$ cat src/rtl/riscv_pkg.sv
// rtl/riscv_pkg.sv - shared RISC-V core constants and register-index helpers
package riscv_pkg;

  localparam int REG_IDX_W = 5;
  localparam int NUM_REGS  = 32;

  localparam logic [6:0] OP_LOAD   = 7'b0000011;
  localparam logic [6:0] OP_RTYPE  = 7'b0110011;
  localparam logic [6:0] OP_STORE  = 7'b0100011;
  localparam logic [6:0] OP_BRANCH = 7'b1100011;

  // One-hot register mask; x0 maps to an empty mask so it can never become busy.
  function automatic logic [NUM_REGS-1:0] reg_bit(input logic [REG_IDX_W-1:0] idx);
    reg_bit = '0;
    if (idx != '0) reg_bit[idx] = 1'b1;
  endfunction

endpackage

$ cat src/rtl/hazard_scoreboard_if.sv
// rtl/hazard_scoreboard_if.sv - ID/WB hazard-tracking bus between the core and the scoreboard
interface hazard_scoreboard_if import riscv_pkg::*; #(
  parameter int MAX_PENDING = 4
) ();

  localparam int CNT_W = $clog2(MAX_PENDING + 1);

  logic                 id_valid;
  logic [REG_IDX_W-1:0] id_rs1;
  logic [REG_IDX_W-1:0] id_rs2;
  logic                 id_uses_rs1;
  logic                 id_uses_rs2;
  logic [REG_IDX_W-1:0] id_rd;
  logic                 id_reg_write;
  logic                 id_long_lat;
  logic                 flush_id;
  logic                 wb_valid;
  logic [REG_IDX_W-1:0] wb_rd;
  logic                 stall_id;
  logic [NUM_REGS-1:0]  busy_vec;
  logic [CNT_W-1:0]     pending_cnt;
  logic [31:0]          stall_cycles;

  modport master (
    output id_valid, id_rs1, id_rs2, id_uses_rs1, id_uses_rs2, id_rd,
           id_reg_write, id_long_lat, flush_id, wb_valid, wb_rd,
    input  stall_id, busy_vec, pending_cnt, stall_cycles
  );

  modport slave (
    input  id_valid, id_rs1, id_rs2, id_uses_rs1, id_uses_rs2, id_rd,
           id_reg_write, id_long_lat, flush_id, wb_valid, wb_rd,
    output stall_id, busy_vec, pending_cnt, stall_cycles
  );

endinterface

$ cat src/rtl/hazard_scoreboard.sv
// rtl/hazard_scoreboard.sv - issue-side RAW/WAW/structural hazard tracker for long-latency writers
// Optional stall performance counter enabled by SCOREBOARD_PERF_EN.
module hazard_scoreboard import riscv_pkg::*; #(
  parameter int MAX_PENDING = 4
) (
  input  logic                clk,
  input  logic                rst,
  hazard_scoreboard_if.slave  bus
);

  localparam int CNT_W = $clog2(MAX_PENDING + 1);

  logic [NUM_REGS-1:0] r_busy;
  logic [CNT_W-1:0]    r_pending;

  logic [NUM_REGS-1:0] w_wb_bit;
  logic [NUM_REGS-1:0] w_busy_eff;
  logic [NUM_REGS-1:0] w_issue_bit;
  logic                w_full;
  logic                w_hazard;
  logic                w_stall;
  logic                w_issue;
  logic                w_retire;

  // A result retiring this cycle is forwarded to decode, so it no longer blocks.
  assign w_wb_bit   = bus.wb_valid ? reg_bit(bus.wb_rd) : '0;
  assign w_busy_eff = r_busy & ~w_wb_bit;
  assign w_full     = (r_pending == CNT_W'(MAX_PENDING));

  assign w_hazard = bus.id_valid &
                    ((bus.id_uses_rs1 & w_busy_eff[bus.id_rs1]) |
                     (bus.id_uses_rs2 & w_busy_eff[bus.id_rs2]) |
                     (bus.id_reg_write & w_busy_eff[bus.id_rd]) |
                     (bus.id_long_lat & bus.id_reg_write & w_full));

  assign w_stall  = w_hazard & ~bus.flush_id;
  assign w_issue  = bus.id_valid & ~w_stall & ~bus.flush_id & bus.id_reg_write &
                    bus.id_long_lat & (bus.id_rd != '0);
  assign w_retire = |(w_wb_bit & r_busy);

  assign w_issue_bit = w_issue ? reg_bit(bus.id_rd) : '0;

  // Clear before set: a forced same-register issue/retire leaves the bit set.
  always_ff @(posedge clk) begin
    if (rst) begin
      r_busy    <= '0;
      r_pending <= '0;
    end else begin
      r_busy    <= (r_busy & ~w_wb_bit) | w_issue_bit;
      r_pending <= r_pending + CNT_W'(w_issue) - CNT_W'(w_retire);
    end
  end

  assign bus.stall_id    = w_stall;
  assign bus.busy_vec    = r_busy;
  assign bus.pending_cnt = r_pending;

`ifdef SCOREBOARD_PERF_EN
  logic [31:0] r_stall_cycles;

  always_ff @(posedge clk) begin
    if (rst) begin
      r_stall_cycles <= '0;
    end else if (w_stall && (r_stall_cycles != 32'hFFFF_FFFF)) begin
      r_stall_cycles <= r_stall_cycles + 32'd1;
    end
  end

  assign bus.stall_cycles = r_stall_cycles;
`else
  assign bus.stall_cycles = '0;
`endif

endmodule

$ cat src/flat_wrapper.sv
// flat-port wrapper written by rule: the top's interface ports become plain ports
module hazard_scoreboard_flat import riscv_pkg::*;
#(
  parameter int MAX_PENDING = 4
)
  (clk, rst, bus_id_valid, bus_id_rs1, bus_id_rs2, bus_id_uses_rs1, bus_id_uses_rs2, bus_id_rd, bus_id_reg_write, bus_id_long_lat, bus_flush_id, bus_wb_valid, bus_wb_rd, bus_stall_id, bus_busy_vec, bus_pending_cnt, bus_stall_cycles);
  hazard_scoreboard_if #(.MAX_PENDING(MAX_PENDING)) bus_i ();
  input  logic clk;
  input  logic rst;
  input wire logic [$bits(bus_i.id_valid)-1:0] bus_id_valid;
  input wire logic [$bits(bus_i.id_rs1)-1:0] bus_id_rs1;
  input wire logic [$bits(bus_i.id_rs2)-1:0] bus_id_rs2;
  input wire logic [$bits(bus_i.id_uses_rs1)-1:0] bus_id_uses_rs1;
  input wire logic [$bits(bus_i.id_uses_rs2)-1:0] bus_id_uses_rs2;
  input wire logic [$bits(bus_i.id_rd)-1:0] bus_id_rd;
  input wire logic [$bits(bus_i.id_reg_write)-1:0] bus_id_reg_write;
  input wire logic [$bits(bus_i.id_long_lat)-1:0] bus_id_long_lat;
  input wire logic [$bits(bus_i.flush_id)-1:0] bus_flush_id;
  input wire logic [$bits(bus_i.wb_valid)-1:0] bus_wb_valid;
  input wire logic [$bits(bus_i.wb_rd)-1:0] bus_wb_rd;
  output wire logic [$bits(bus_i.stall_id)-1:0] bus_stall_id;
  output wire logic [$bits(bus_i.busy_vec)-1:0] bus_busy_vec;
  output wire logic [$bits(bus_i.pending_cnt)-1:0] bus_pending_cnt;
  output wire logic [$bits(bus_i.stall_cycles)-1:0] bus_stall_cycles;
  assign bus_i.id_valid = bus_id_valid;
  assign bus_i.id_rs1 = bus_id_rs1;
  assign bus_i.id_rs2 = bus_id_rs2;
  assign bus_i.id_uses_rs1 = bus_id_uses_rs1;
  assign bus_i.id_uses_rs2 = bus_id_uses_rs2;
  assign bus_i.id_rd = bus_id_rd;
  assign bus_i.id_reg_write = bus_id_reg_write;
  assign bus_i.id_long_lat = bus_id_long_lat;
  assign bus_i.flush_id = bus_flush_id;
  assign bus_i.wb_valid = bus_wb_valid;
  assign bus_i.wb_rd = bus_wb_rd;
  assign bus_stall_id = bus_i.stall_id;
  assign bus_busy_vec = bus_i.busy_vec;
  assign bus_pending_cnt = bus_i.pending_cnt;
  assign bus_stall_cycles = bus_i.stall_cycles;
  hazard_scoreboard #(.MAX_PENDING(MAX_PENDING)) u_core (.clk(clk), .rst(rst), .bus(bus_i));
endmodule
$ cat config.mk
export PLATFORM = sky130hd
export DESIGN_NAME = hazard_scoreboard_flat
export DESIGN_NICKNAME = d
export VERILOG_FILES = /design/src/rtl/riscv_pkg.sv /design/src/rtl/hazard_scoreboard_if.sv /design/src/rtl/hazard_scoreboard.sv /design/src/flat_wrapper.sv
export SDC_FILE = /design/constraint.sdc
export NUM_CORES = 1
export LEC_CHECK = 0
export ABC_AREA = 1
export CAP_MARGIN = 20
export CORE_UTILIZATION = 38
export CTS_CLUSTER_SIZE = 10
export DETAILED_ROUTE_END_ITERATION = 6
export PLACE_DENSITY = 0.75
export SYNTH_ARGS = -nofsm -noshare
export SYNTH_HDL_FRONTEND = slang
export SYNTH_SLANG_ARGS = --single-unit
$ cat constraint.sdc
create_clock -name clk -period 3.4 [get_ports clk]
set_input_delay 0.34 -clock clk [delete_from_list [all_inputs] [get_ports clk]]
set_output_delay 0.34 -clock clk [all_outputs]
set_load 0.01 [all_outputs]
==> metrics.txt, run 1 <==
Post-synth EDFFs 0; # Post-CTS Setup Buffers 0; Clock Path Buffers 2; Min-Delay Path Class reg -> reg; Fmax achieved 330 MHz; total CTS buffers 5; cells on worst reg2reg path 13; Slowest-stage cell, CP clkdlybuf4s50_1; Sw Share 32.6%; GRT overflow 0; Total Wirelength 12900 um; cell taking the most area after synthesis dfxtp_1; die height 97.4 um; Bufs and invs on worst path 4; Hold Fails Final Rpt 0; Worst Path Required 3060 ps; fill count 943; Clk pwr share 30.3%; Core Box Area 0.00876 mm^2; post-synth top area share 20.3%; Die Footprint 0.00948 mm^2; register share of total power 41.4%; fraction of layout cells with a size suffix above 1 14.0%; syn avg cell area 5.74 um^2; Tot GR Track Use 26.9%; yosys warns 0; Async SR Flop Fraction 0%; Logic pwr share 28.3%; DR pass1 iterations 6; CP cell instances dlymetal6s2s_1 -> inv_1 -> nand3_1 -> nor2_1 -> nor2_2 -> nand2_1 -> nand3_1 -> nand3_1 -> nand3_1 -> nand2_1 -> nand2_1 -> nand2_1 -> nor2_2 -> nor2_4 -> nand2_1 -> nand3_1 -> inv_1 -> clkdlybuf4s50_1; DRC 0; Max FO, Critical Path 4; fin crit share 89.1%; Max Slew Vio Count 0; r2r startpoint u_core.bus.busy_vec[30]; Area after DPL 0.00441 mm^2; post-route insts no fill 813; DP HPWL 10400 um; # placed instances 806; largest net degree at the start of global routing 32; clk_lat worst skew 280 ps; Slew Limit Headroom 39.0%; Hold-fix buffers, CTS 0; drt via density 5.40; Crit path largest cell delay 530 ps; FF/Latch Area 701 um^2; Initial DRC Count 372; Pwr Density 217 mW/mm^2; startpoint types input pin; unrepaired setup endpoints after global routing no; Crit Reg-Reg Endpoint u_core.bus.pending_cnt[2]; Sink Count 35; fin crit period 3030 ps; Post-DRT Antenna Nets 0; I/O pin cnt 97; Root Driver clkbuf_8; via count 4390; die width 97.4 um; Synth Register Bits 35; Setup Viol. Count Final 0; Mapped Area 0.00346 mm^2; Peak VDD IR 143 uV; hold_sp u_core.bus.busy_vec[0]; post-synth cell types 33; CP Class in -> out; Rows 34; first-pass GRT wire length 20400 um; Least-Margin Pin Slew 914 ps; initial antenna violation count 0; WL per Instance 15.9 um; WHS Path Cells 2; Pint 0.670 mW; Final nets 737; R2R Setup Slk 610 ps; Area Overhead vs Synth 32.5%; Synth Instances 602; Top FF cell, synth dfxtp_1; Clock Skew 7.77 ps; CTS tree done; crit path DAT 2690 ps; status finished, final reports clean; commonest non-fill, non-tap cell in the layout nand2_1; critical path's top delay family simple AND/OR/NAND/NOR gates; Final WS setup 370 ps; htree depth 2; top cells by area, synth dfxtp_1 (20%), nand2_1 (15%), nand3_1 (12%); max-cap check violation count 0; multi-input logic area 0.00228 mm^2; initial core utilization 39.4%; Lkg Pwr 1.89 nW; most frequent cells in the layout nand2_1 (137), nand3_1 (79), nor2_1 (75); clock-pin slew of the registers on the worst-case setup and hold paths 70 ps; Hold EP u_core.bus.busy_vec[0]; PortBufs 64; Post-Layout Inst Area 0.00458 mm^2; vias in the first global route 3945; diode count 0; gpl congestion 0.980; DP Worst Slack -284 ps; Sw Pwr 0.324 mW; sequential share of the synthesized area 20.3%; Crit. End Element output pin
layer usage:
metal / part of all wire, % / track usage (%) / up-vias
li1: - / - / 2133
met1: 43 / 37.0 / 1974
met2: 45 / 44.0 / 253
met4: 2.5 / 7.47 / 0
met5: 0 / 0 / -
met3: 8.7 / 3.45 / 30
worst min-delay path: stages (launching register included):
cell and delay [ps]:
dfxtp_1 380, inv_1 70, nor2_1 30
power by group through the flow:
stage	Clock, mW	Sequential, mW	Combinational, mW
6_report	0.301	0.412	0.282
3_5_place_dp	0	0.421	0.270
5_1_grt	0.327	0.411	0.305
3_3_place_gp	0	0.421	0.268
2_1_floorplan	0	0.421	0.200
4_1_cts	0.309	0.412	0.272
registers in the layout, summed over array words and instances, names as in the netlist:
signal and flops:
u_core.bus.busy_vec 32, u_core.bus.pending_cnt 3
what timing repair did:
action	4_1_cts	5_1_grt
pin swaps	0	7
setup endpoints to repair	1	3
resized for setup	3	18
cloned	0	0
area by class of cell:
class                           count  share of cell area, %
Clock inverter                      1                  0.109
Multi-Input combinational cell    471                   49.8
Clock buffer                        6                   1.80
Sequential cell                    35                   15.3
Tap cell                          108                   2.95
Inverter                           69                   5.66
Timing Repair Buffer              123                   24.4
cell usage after synthesis (2+ instances only):
master	instances
inv_2	4
buf_6	5
nor2_1	80
o211ai_1	14
nand4_1	34
o21ai_0	15
a21oi_1	38
nand3_1	81
o21ai_2	2
nor2_2	6
clkbuf_1	9
nand2_2	5
inv_1	64
dfxtp_1	35
o21ai_1	11
ha_1	2
a221oi_1	2
buf_4	35
nand3_2	2
nand2_1	138
buf_2	8
cells by family (layout without fill, tap and decap cells):
| kind of cell | count (synthesis) | after routing | share of synthesized area, % |
|---|---|---|---|
| xor+xnor | 1 | 1 | 0.253 |
| fa+ha+maj | 3 | 3 | 1.30 |
| buf+inv | 127 | 199 | 19.0 |
| compound gates | 86 | 86 | 14.3 |
| simple gates | 349 | 349 | 44.8 |
| flops | 35 | 35 | 20.3 |
| other cells | 1 | 32 | 0.109 |
per-stage QoR:
step           util, %  power (mW)  setup TNS [ps]  hold slack [ps]
2_1_floorplan        -       0.621               0              483
3_3_place_gp      50.1       0.689            -463              517
3_5_place_dp      50.4       0.691            -469              513
4_1_cts           51.5       0.993               0              525
5_1_grt           52.3        1.04               0              580
6_report          52.3       0.995               0              525
worst max-delay path by stage:
stage / from / to / cells after the start
finish: bus_wb_rd[0] / bus_stall_id / 18
global route: bus_wb_rd[4] / u_core.bus.pending_cnt[2] / 18
CTS: bus_wb_rd[0] / bus_stall_id / 18
detailed placement: bus_wb_rd[4] / u_core.bus.pending_cnt[2] / 16
global placement: bus_wb_rd[4] / u_core.bus.pending_cnt[2] / 16
floorplan: bus_wb_rd[3] / u_core.bus.pending_cnt[2] / 22
Note: power is estimated with default switching activity, not from simulation.
==> run 2, diff against run 1 <==
Settings changed: CELL_PAD_IN_SITES_DETAIL_PLACEMENT set to 0, CELL_PAD_IN_SITES_GLOBAL_PLACEMENT set to 1, CORE_UTILIZATION 38 to 33, PLACE_DENSITY 0.75 to 0.92, REMOVE_ABC_BUFFERS set to 1.
==> metrics.txt, run 2 (synthesis gave the netlist of run 1 again) <==
status finished, final reports clean (unchanged); die height 104 um (was 97.4 um); fin crit share 94.8% (was 89.1%); DR pass1 iterations 5 (was 6); # Post-CTS Setup Buffers 0 (unchanged); clk_lat worst skew 280 ps (about the same); Clock Skew 10.1 ps (was 7.77 ps); R2R Setup Slk 680 ps (was 610 ps); GRT overflow 0 (unchanged); max reg flops 32 (unchanged); fraction of layout cells with a size suffix above 1 16.4% (was 14.0%); Worst Path Required 3620 ps (was 3060 ps); Area Overhead vs Synth 35.6% (was 32.5%); cells on worst reg2reg path 13 (unchanged); Max FO, Critical Path 5 (was 4); Final nets 739 (was 737); DP Worst Slack -293 ps (was -284 ps); Least-Margin Pin Slew 828 ps (was 914 ps); Initial DRC Count 257 (was 372); Rows 36 (was 34); Sink Count 35 (unchanged); CP Class in -> reg (was in -> out); clock-pin slew of the registers on the worst-case setup and hold paths 80 ps (was 70 ps); Clk pwr share 30.6% (was 30.3%); Logic pwr share 28.3% (about the same); htree depth 2 (unchanged); I/O pin cnt 97 (unchanged); Clock Path Buffers 2 (unchanged); WL per Instance 15.1 um (was 15.9 um); initial antenna violation count 0 (unchanged); Setup Viol. Count Final 0 (unchanged); Core Box Area 0.00995 mm^2 (was 0.00876 mm^2); largest net degree at the start of global routing 32 (unchanged); max-cap check violation count 0 (unchanged); hold_sp u_core.bus.busy_vec[20] (was u_core.bus.busy_vec[0]); Peak VDD IR 222 uV (was 143 uV); diode count 0 (unchanged); Pwr Density 214 mW/mm^2 (was 217 mW/mm^2); Hold EP u_core.bus.busy_vec[20] (was u_core.bus.busy_vec[0]); drt via density 5.06 (was 5.40); DP HPWL 10300 um (was 10400 um); startpoint types input pin (unchanged); gpl congestion 0.933 (was 0.980); Final WS setup 178 ps (was 370 ps); Total Wirelength 12700 um (was 12900 um); Hold Fails Final Rpt 0 (unchanged); Post-Layout Inst Area 0.00468 mm^2 (was 0.00458 mm^2); Tot GR Track Use 23.4% (was 26.9%); Die Footprint 0.0109 mm^2 (was 0.00948 mm^2); initial core utilization 34.7% (was 39.4%); Area after DPL 0.00446 mm^2 (was 0.00441 mm^2); Max Slew Vio Count 0 (unchanged); Fmax achieved 310 MHz (was 330 MHz); Root Driver clkbuf_8 (unchanged); final setup TNS 0 ps (unchanged); first-pass GRT wire length 20700 um (was 20400 um); WHS Path Cells 2 (unchanged); commonest non-fill, non-tap cell in the layout nand2_1 (unchanged); most frequent cells in the layout nand2_1 (133), nand3_1 (77), nor2_1 (71) (was nand2_1 (137), nand3_1 (79), nor2_1 (75)); Crit. End Element register (was output pin); Min-Delay Path Class reg -> reg (unchanged); Pint 0.669 mW (was 0.670 mW); die width 104 um (was 97.4 um); Crit Reg-Reg Endpoint u_core.bus.pending_cnt[2] (unchanged); Sw Pwr 0.332 mW (was 0.324 mW); PortBufs 64 (unchanged); total CTS buffers 5 (unchanged); CTS tree done (unchanged); via count 4248 (was 4390); Lkg Pwr 1.91 nW (was 1.89 nW); r2r startpoint u_core.bus.busy_vec[30] (unchanged); DRC 0 (unchanged); fin crit period 3220 ps (was 3030 ps); register share of total power 41.1% (was 41.4%); Slew Limit Headroom 44.8% (was 39.0%); crit path DAT 3440 ps (was 2690 ps); Post-DRT Antenna Nets 0 (unchanged); vias in the first global route 4092 (was 3945); Sw Share 33.2% (was 32.6%)
## run 2: changes by cell type in the layout (fill, tap and decap cells not counted), sizes merged
cell,delta
buf,+2
clkbuf,+1
clkinv,-1
clkinvlp,+1
dlymetal6s2s,-1
## run 2: critical path, cell delays in order
cell and delay [ps]:
clkdlybuf4s50_1 500, inv_1 120, nand2_1 120, nor2_4 60
nand2_1 120, inv_1 50, a2111oi_0 420, buf_4 190
nand4_1 170, ha_1 340, inv_1 60, ha_1 140
inv_1 50, fa_2 330, or2_2 290, a21oi_1 110
## run 2: metrics by stage
step                util [%]  cells  hold WS (ps)  power [mW]
floorplan                  -    575           407       0.558
global placement        44.7    832           524       0.683
detailed placement      44.8    833           516       0.687
CTS                     45.8    840           525       0.987
global route            47.1    840           562        1.05
finish                  47.1    840           522        1.00
## run 2: worst max-delay path by stage
stage,end,cells after the start,from
floorplan,u_core.bus.pending_cnt[2],20,bus_wb_rd[1]
global placement,u_core.bus.pending_cnt[2],17,bus_wb_rd[2]
detailed placement,u_core.bus.pending_cnt[2],17,bus_wb_rd[2]
CTS,bus_stall_id,17,bus_wb_rd[1]
global route,u_core.bus.pending_cnt[2],22,bus_wb_rd[3]
finish,u_core.bus.pending_cnt[2],16,bus_wb_rd[3]
## run 2: cell type report
| type | instances | area [um^2] |
|---|---|---|
| flip-flops and latches | 35 | 701 |
| clock inverters | 1 | 5.00 |
| clock buffers | 6 | 82.6 |
| fillers | 1079 | 5270 |
| multi-input cells | 471 | 2340 |
| repair buffers | 125 | 1130 |
| well taps | 133 | 166 |
| inverters | 69 | 263 |
## run 2: power by group through the flow
stage | sequential [mW] | combinational [mW] | clock (mW)
floorplan | 0.421 | 0.137 | 0
global placement | 0.421 | 0.263 | 0
detailed placement | 0.421 | 0.266 | 0
CTS | 0.412 | 0.268 | 0.307
global route | 0.411 | 0.314 | 0.326
finish | 0.412 | 0.283 | 0.307
## run 2: what timing repair did
action	in CTS	in global routing
resized for setup	5	40
hold buffers	0	0
pin swaps	1	8
setup endpoints to repair	2	3
## run 2: metal layers
metal	wire length, um	global-route usage (%)	share of wire, %	vias up
li1	-	-	-	2129
met1	5790	32.0	46	1911
met2	5930	38.7	47	194
met3	780	2.63	6.2	14
met4	185	6.12	1.5	0
met5	0	0	0	-
